==> config.mk <==
export PLATFORM = sky130hd
export DESIGN_NAME = uart_rx_cfg
export DESIGN_NICKNAME = d
export VERILOG_FILES = /design/src/rtl/uart_rx_cfg.sv
export SDC_FILE = /design/constraint.sdc
export NUM_CORES = 1
export LEC_CHECK = 0
export CAP_MARGIN = 25
export CORE_ASPECT_RATIO = 0.9
export CORE_MARGIN = 10
export CORE_UTILIZATION = 58
export DETAILED_ROUTE_END_ITERATION = 8
export PLACE_DENSITY = 0.79
export SLEW_MARGIN = 15
export SYNTH_ARGS = -nofsm -noshare
export SYNTH_HDL_FRONTEND = slang
export SYNTH_SLANG_ARGS = --single-unit
export TNS_END_PERCENT = 10
==> constraint.sdc <==
create_clock -name clk -period 2.5 [get_ports clk]
set_input_delay 0.5 -clock clk [delete_from_list [all_inputs] [get_ports clk]]
set_output_delay 0.5 -clock clk [all_outputs]
set_load 0.02 [all_outputs]
==> src/rtl/uart_rx_cfg.sv <==
// uart_rx_cfg
//   Configurable UART receiver: 5..9 data bits (LSB first), optional odd/even
//   parity, 1 or 2 stop bits. Two-flop input synchroniser, mid-start glitch
//   rejection, parity/framing/overrun error pulses and a valid/ready output
//   holding register.
//
// Ports
//   clk   system clock
//   rst   synchronous active-low reset
//   ce    clock enable, every register (synchroniser and handshake too) holds when low
//   di    asynchronous serial line, idle high
//   po    received word, valid while dv = 1
//   dv    output word valid
//   rdy   consumer ready, transfer on dv & rdy & ce
//   perr  one-cycle pulse, parity mismatch
//   ferr  one-cycle pulse, a stop bit sampled low
//   ovr   one-cycle pulse, a good frame was lost because dv was still high
module uart_rx_cfg #(
   parameter int CLKS_PER_BIT   = 3200,
   parameter int CLKS_PER_BIT_W = 12,
   parameter int DATA_BITS      = 8,
   parameter int PARITY         = 0,
   parameter int STOP_BITS      = 1
) (
   input  logic                 clk,
   input  logic                 rst,
   input  logic                 ce,
   input  logic                 di,
   output logic [DATA_BITS-1:0] po,
   output logic                 dv,
   input  logic                 rdy,
   output logic                 perr,
   output logic                 ferr,
   output logic                 ovr
);

   localparam logic [2:0] S_IDLE   = 3'd0;
   localparam logic [2:0] S_START  = 3'd1;
   localparam logic [2:0] S_DATA   = 3'd2;
   localparam logic [2:0] S_PARITY = 3'd3;
   localparam logic [2:0] S_STOP   = 3'd4;
   localparam logic [2:0] S_WAIT   = 3'd5;

   localparam logic [CLKS_PER_BIT_W-1:0] TICK_V = CLKS_PER_BIT_W'(CLKS_PER_BIT - 1);
   localparam logic [CLKS_PER_BIT_W-1:0] HALF_V = CLKS_PER_BIT_W'(CLKS_PER_BIT / 2 - 1);
   localparam logic [3:0] LAST_DATA = 4'(DATA_BITS - 1);
   localparam logic [3:0] LAST_STOP = 4'(STOP_BITS - 1);

   logic                      s1, s2;
   logic [2:0]                state;
   logic [CLKS_PER_BIT_W-1:0] cnt;
   logic [3:0]                bcnt;
   logic [DATA_BITS-1:0]      sr;
   logic                      par_bad;
   logic                      stop_bad;

   logic tick;
   logic par_x;
   logic par_mis;
   logic ferr_c;

   assign tick    = (cnt == TICK_V);
   assign par_x   = (^sr) ^ s2;
   // odd mode wants data^parity = 1, even mode wants 0
   assign par_mis = (PARITY == 1) ? ~par_x : par_x;
   // includes the stop bit being sampled this very cycle
   assign ferr_c  = stop_bad | ~s2;

   always_ff @(posedge clk) begin
      if (!rst) begin
         s1       <= 1'b1;
         s2       <= 1'b1;
         state    <= S_IDLE;
         cnt      <= '0;
         bcnt     <= '0;
         sr       <= '0;
         par_bad  <= 1'b0;
         stop_bad <= 1'b0;
         po       <= '0;
         dv       <= 1'b0;
         perr     <= 1'b0;
         ferr     <= 1'b0;
         ovr      <= 1'b0;
      end else if (ce) begin
         s1   <= di;
         s2   <= s1;
         perr <= 1'b0;
         ferr <= 1'b0;
         ovr  <= 1'b0;
         if (dv && rdy) dv <= 1'b0;
         // free-running wrap; states that need a fresh count clear it on entry
         cnt <= tick ? '0 : cnt + 1'b1;
         case (state)
            S_IDLE: begin
               cnt      <= '0;
               bcnt     <= '0;
               par_bad  <= 1'b0;
               stop_bad <= 1'b0;
               if (!s2) state <= S_START;
            end
            S_START: begin
               if (cnt == HALF_V) begin
                  cnt   <= '0;
                  // line back high at mid-start: glitch, drop silently
                  state <= s2 ? S_IDLE : S_DATA;
               end
            end
            S_DATA: begin
               if (tick) begin
                  sr   <= {s2, sr[DATA_BITS-1:1]};
                  bcnt <= bcnt + 1'b1;
                  if (bcnt == LAST_DATA) begin
                     bcnt  <= '0;
                     state <= (PARITY != 0) ? S_PARITY : S_STOP;
                  end
               end
            end
            S_PARITY: begin
               if (tick) begin
                  par_bad <= par_mis;
                  state   <= S_STOP;
               end
            end
            S_STOP: begin
               if (tick) begin
                  bcnt <= bcnt + 1'b1;
                  if (!s2) stop_bad <= 1'b1;
                  if (bcnt == LAST_STOP) begin
                     if (ferr_c) begin
                        ferr  <= 1'b1;
                        state <= S_WAIT;
                     end else if (par_bad) begin
                        perr  <= 1'b1;
                        state <= S_IDLE;
                     end else if (dv && !rdy) begin
                        ovr   <= 1'b1;
                        state <= S_IDLE;
                     end else begin
                        // also covers a transfer in this cycle: dv stays set
                        po    <= sr;
                        dv    <= 1'b1;
                        state <= S_IDLE;
                     end
                  end
               end
            end
            S_WAIT: begin
               // hold off through a break so the low line is not a new start
               cnt <= '0;
               if (s2) state <= S_IDLE;
            end
            default: state <= S_IDLE;
         endcase
      end
   end

endmodule
### Word level (Yosys, flattened, before mapping)

Cells that the tools add are included.

| cells by class | value |
|---|---|
| add/sub/neg operators | 2 |
| multipliers | 0 |
| divide/modulo/power cells | 0 |
| order comparisons | 0 |
| equality and inequality tests | 17 |
| shift-type cells | 0 |
| mux-type cells | 45 |
| bitwise operators | 6 |
| reductions and logical operators | 16 |

Operators by type and width:

| operator | number |
|---|---|
| 2-to-1 mux 3 bit | 9 |
| 2-to-1 mux 1 bit | 25 |
| 2-to-1 mux 12 bit | 2 |
| one-hot mux 12 bit (2 select lines) | 1 |
| inequality test 2 bit (second input constant) | 9 |
| one-hot mux 3 bit (6 select lines) | 1 |
| adder 12 x 1 -> 12 bit (second input constant) | 1 |
| == test 12 x 11 -> 1 bit (second input constant) | 1 |
| == test 12 bit (second input constant) | 1 |
| 2-to-1 mux 4 bit | 3 |
| one-hot mux 4 bit (3 select lines) | 1 |
| AND reduction 9 bit | 1 |
| AND reduction 4 bit | 2 |
| parity 8 bit | 1 |
| AND reduction 7 bit | 1 |
| == test 3 x 2 -> 1 bit (second input constant) | 2 |
| == test 3 bit (second input constant) | 2 |
| AND reduction 3 bit | 2 |
| adder 4 x 1 -> 4 bit (second input constant) | 1 |
| == test 4 x 3 -> 1 bit (second input constant) | 1 |
| logical NOT 4 bit | 1 |
| inverter 1 bit | 4 |
| one-hot mux 1 bit (2 select lines) | 2 |
| nonzero test 2 bit | 2 |
| 9 further kinds | 10 |

| storage, ports and cells | value |
|---|---|
| flip-flop bits (word level) | 43 |
| bits in latches | 0 |
| bits in writable memories | 0 |
| memory bits (read-only) | 0 |
| input port bits | 5 |
| output and inout port bits | 12 |
| word-level logic and storage cells | 99 |
| memories kept | 0 |

### Logic depth before layout (Yosys ltp)

| logic depth | value |
|---|---|
| word-level depth | 8 |
| mapped depth | 8 |

### Worst setup path after synthesis

OpenSTA, ideal clock, no wires.

| timing | value |
|---|---|
| kind | register to register |
| start point | register cnt[0] |
| end point | register state[0] |
| data arrival time | 1.781 ns |
| required time | 2.384 ns |
| path slack | 0.603 ns |
| stages on the path, launching flop included | 8 |
| path buffers | 1 |
| clock period less this slack | 1.897 ns |
| path through | dfxtp_1 > ha_1 > and4_1 > nand4_2 > clkbuf_1 > a211oi_1 > a21oi_1 > a41o_1 |

| on the way | value |
|---|---|
| longest elaborated chain between the ends | 3 |
| elaborated cells on any way between the ends | 7 |

RTL lines:

| what | RTL line | RTL |
|---|---|---|
| from (decl) | 51 | `logic [CLKS_PER_BIT_W-1:0] cnt;` |
| from (signal assigned) | 92 | `cnt <= tick ? '0 : cnt + 1'b1;` |
| == test 12 x 11 -> 1 bit / == test 12 bit (equally long branches) | 102, 62 |  |
| inequality test 2 bit (no source line) | n/a |  |
| AND reduction 9 bit (no source line) * | n/a |  |
| to (signal assigned) | 105 | `state <= s2 ? S_IDLE : S_DATA;` |
| to (signal assigned) | 114 | `state <= (PARITY != 0) ? S_PARITY : S_STOP;` |
| to (decl) | 50 | `logic [2:0] state;` |

Every way passes the cells marked *; elsewhere a longest branch is shown, timed or not.
A chain may end at the register's enable or synchronous reset.

### Worst setup path after layout

| timing | value |
|---|---|
| start point | register bcnt[0] |
| end point | register state[0] |

| on the way | value |
|---|---|
| longest elaborated chain between the ends | 3 |
| elaborated cells on any way between the ends | 5 |

RTL lines:

| what | RTL line | RTL |
|---|---|---|
| from (decl) | 52 | `logic [3:0] bcnt;` |
| from (signal assigned) | 111 | `bcnt <= bcnt + 1'b1;` |
| from (signal assigned) | 126 | `bcnt <= bcnt + 1'b1;` |
| == test 4 x 3 -> 1 bit / logical NOT 4 bit (equally long branches) | 112, 128 |  |
| inequality test 2 bit (no source line) | n/a |  |
| AND reduction 9 bit (no source line) * | n/a |  |

Marks and branches as above.

==> metrics.txt <==
leak pwr=0.968 nW; crit path time final=2.09 ns; Die ar.=6920 um^2; Post-CTS Setup Inserts=0; Longest Clk Path Bufs=2; VDD IR max=0.000412 V; First-pass DRT Iterations=4; Slew Limit Fails=0; Worst Hold End=ovr; CP required=2.70 ns; CTS resizes=0; Initial Util=61.2%; total track usage=14.8%; Async S/R FF share, synth=0%; Worst-Margin Slew=0.495 ns; share of the yosys chip area belonging to registers=37.2%; CP endpoint kind=register; Setup violations, final=0; clk slew on worst S/H paths=0.09 ns; RR Startpoint=bcnt[0]; vias in the first global route=1847; via count=1961; Max-slew headroom=66.8%; Site Rows=21; reg-to-reg setup timing slack=0.41 ns; CTS buffer count=5; Routed WL=4.83 mm; Critical Path Start Type=register; worst r2r dst=state[0]; Seq cells post-synth=43; setup_tns=0 ns; DRC violations left=0; Placer Congestion=0.872; hold_buf cts=0; Core ar.=3780 um^2; Final period util=83.7%; RSZ-0062 raised after global routing=false; worst setup path class=reg -> reg; Post-DP HPWL=3.40 mm; Mapped Nets=278; min-delay src=ovr; global-route wire length before repair=8.55 mm; synth unique cells=50; layout cell share with drive strength beyond 1=9.00%; DR WL/cell=14.4 um; Die Y=79.9 um; Hold Worst Slack=0.439 ns; Post-synth EDFFs=0; f_max=478 MHz; Worst Path Max Fanout=4; layout overhead on the synthesized area=14.9%; Clock Sinks=43; Pwr Density=495 nW/um^2; commonest non-fill, non-tap cell in the layout=dfxtp_1; initial antenna violation count=0; Power Total=1.32 mW; FILL cells=330; pin count of the biggest net entering global routing=46; Ports=17; NumNets Final=296; Final Hold Violating Endpoints=0; HP Class=reg -> reg; Min-Delay Path Depth=2; Max Cap Viol=0; Register Area=861 um^2; post-route antenna net violation count=0; status=finished clean; Clock Skew=0.00588 ns; Mapped Avg Cell Area=8.58 um^2; later-pin clock latency in the skew report=0.30 ns; Via-to-Cell Ratio=5.85; mapped cell area=2320 um^2; CTS tree=done; area of the multi-input gates=1380 um^2; Remaining Overflow, GRT=0; IO Port Bufs=16; most frequent cells in the layout=dfxtp_1 (43), nand2_1 (39), nor2b_1 (23); Ys Warns=0; dominant synthesized flop cell=dfxtp_1; Syn Inst Count=270; CP arrival=2.29 ns; CTS HTree Levels=2; 1st-iter DRT viols=92; reg2reg path depth=7; ant diodes=0; clk root buf=clkbuf_8; width of the die=86.6 um
-- synth_stat cells, types with 4 or more instances --
library cell / number / area, um^2
a21boi_0: 12 / 90.1
a21oi_1: 5 / 25.0
and2_1: 4 / 25.0
and3_1: 4 / 25.0
clkbuf_1: 12 / 45.0
dfxtp_1: 43 / 861
inv_1: 4 / 15.0
mux2i_1: 13 / 130
nand2_1: 39 / 146
nand3_1: 8 / 40.0
nand4_1: 7 / 43.8
nor2_1: 8 / 30.0
nor2b_1: 23 / 144
nor3_1: 4 / 20.0
nor3b_1: 6 / 45.0
nor4_1: 5 / 31.3
o21a_1: 5 / 37.5
o21ai_0: 11 / 55.1
or3_1: 4 / 25.0
xnor2_1: 6 / 52.6
-- how the worst max path moves through the flow --
| stage | cells after the start | from | end | slack [ns] |
|---|---|---|---|---|
| after floorplan | 7 | cnt[0] | state[0] | 0.60 |
| after global placement | 5 | ce | state[0] | 0.21 |
| after detailed placement | 5 | ce | state[0] | 0.17 |
| after CTS | 7 | bcnt[0] | state[0] | 0.41 |
| after global routing | 7 | bcnt[0] | state[0] | 0.12 |
| final | 7 | bcnt[0] | state[0] | 0.41 |
-- worst max-delay path, stage by stage, from the launching register on --
cell	delay, ns
dfxtp_1	0.35
inv_1	0.08
ha_1	0.14
nor3b_1	0.42
o221ai_1	0.24
a211oi_1	0.44
a21oi_1	0.11
a41o_1	0.22
-- layout make-up --
cell class	instances	area share, %
inverter	5	0.705
clock inverter	3	1.65
tap	46	2.16
sequential	43	32.3
timing repair buffer	26	8.84
clock buffer	5	2.59
multi-input combinational	207	51.7
-- stage by stage --
| stage | worst slack, ns | cells | util, % | cell area, um^2 |
|---|---|---|---|---|
| floorplan | 0.603 | 270 | - | 2320 |
| global placement | 0.215 | 327 | 67.4 | 2550 |
| detailed placement | 0.167 | 327 | 67.4 | 2550 |
| CTS | 0.410 | 335 | 70.3 | 2660 |
| global route | 0.117 | 335 | 70.3 | 2660 |
| finish | 0.408 | 335 | 70.3 | 2660 |
-- logic make-up (layout without fill, tap and decap cells) --
| kind of cell | Yosys count | after routing | share of synthesized area (%) |
|---|---|---|---|
| and+or+nand+nor | 129 | 129 | 32.0 |
| AOI/OAI and AO/OA | 52 | 52 | 15.8 |
| DFF | 43 | 43 | 37.2 |
| buffers and inverters | 20 | 39 | 3.40 |
| muxes | 13 | 13 | 5.62 |
| xor gates and xnor gates | 10 | 10 | 4.38 |
| adders and majority gates | 3 | 3 | 1.62 |
-- power breakdown --
group / internal, mW / total, mW / switching [mW]
clock: 0.298 / 0.553 / 0.255
combinational: 0.0323 / 0.0735 / 0.0412
sequential: 0.687 / 0.692 / 0.00485
-- sequential cells by signal (all words and copies together) (netlist names) --
name	flops
s2	1
stop_bad	1
state	3
par_bad	1
s1	1
po	8
perr	1
bcnt	4
sr	8
dv	1
ferr	1
ovr	1
cnt	12
-- per-layer routing --
metal	part of all wire, %	track usage (%)	up-vias
met2	44	22.5	38
met4	1.3	4.85	0
met5	0	0	-
met3	6.2	4.39	7
li1	-	-	1003
met1	48	19.5	913
Power figures use the tool's default switching activity.
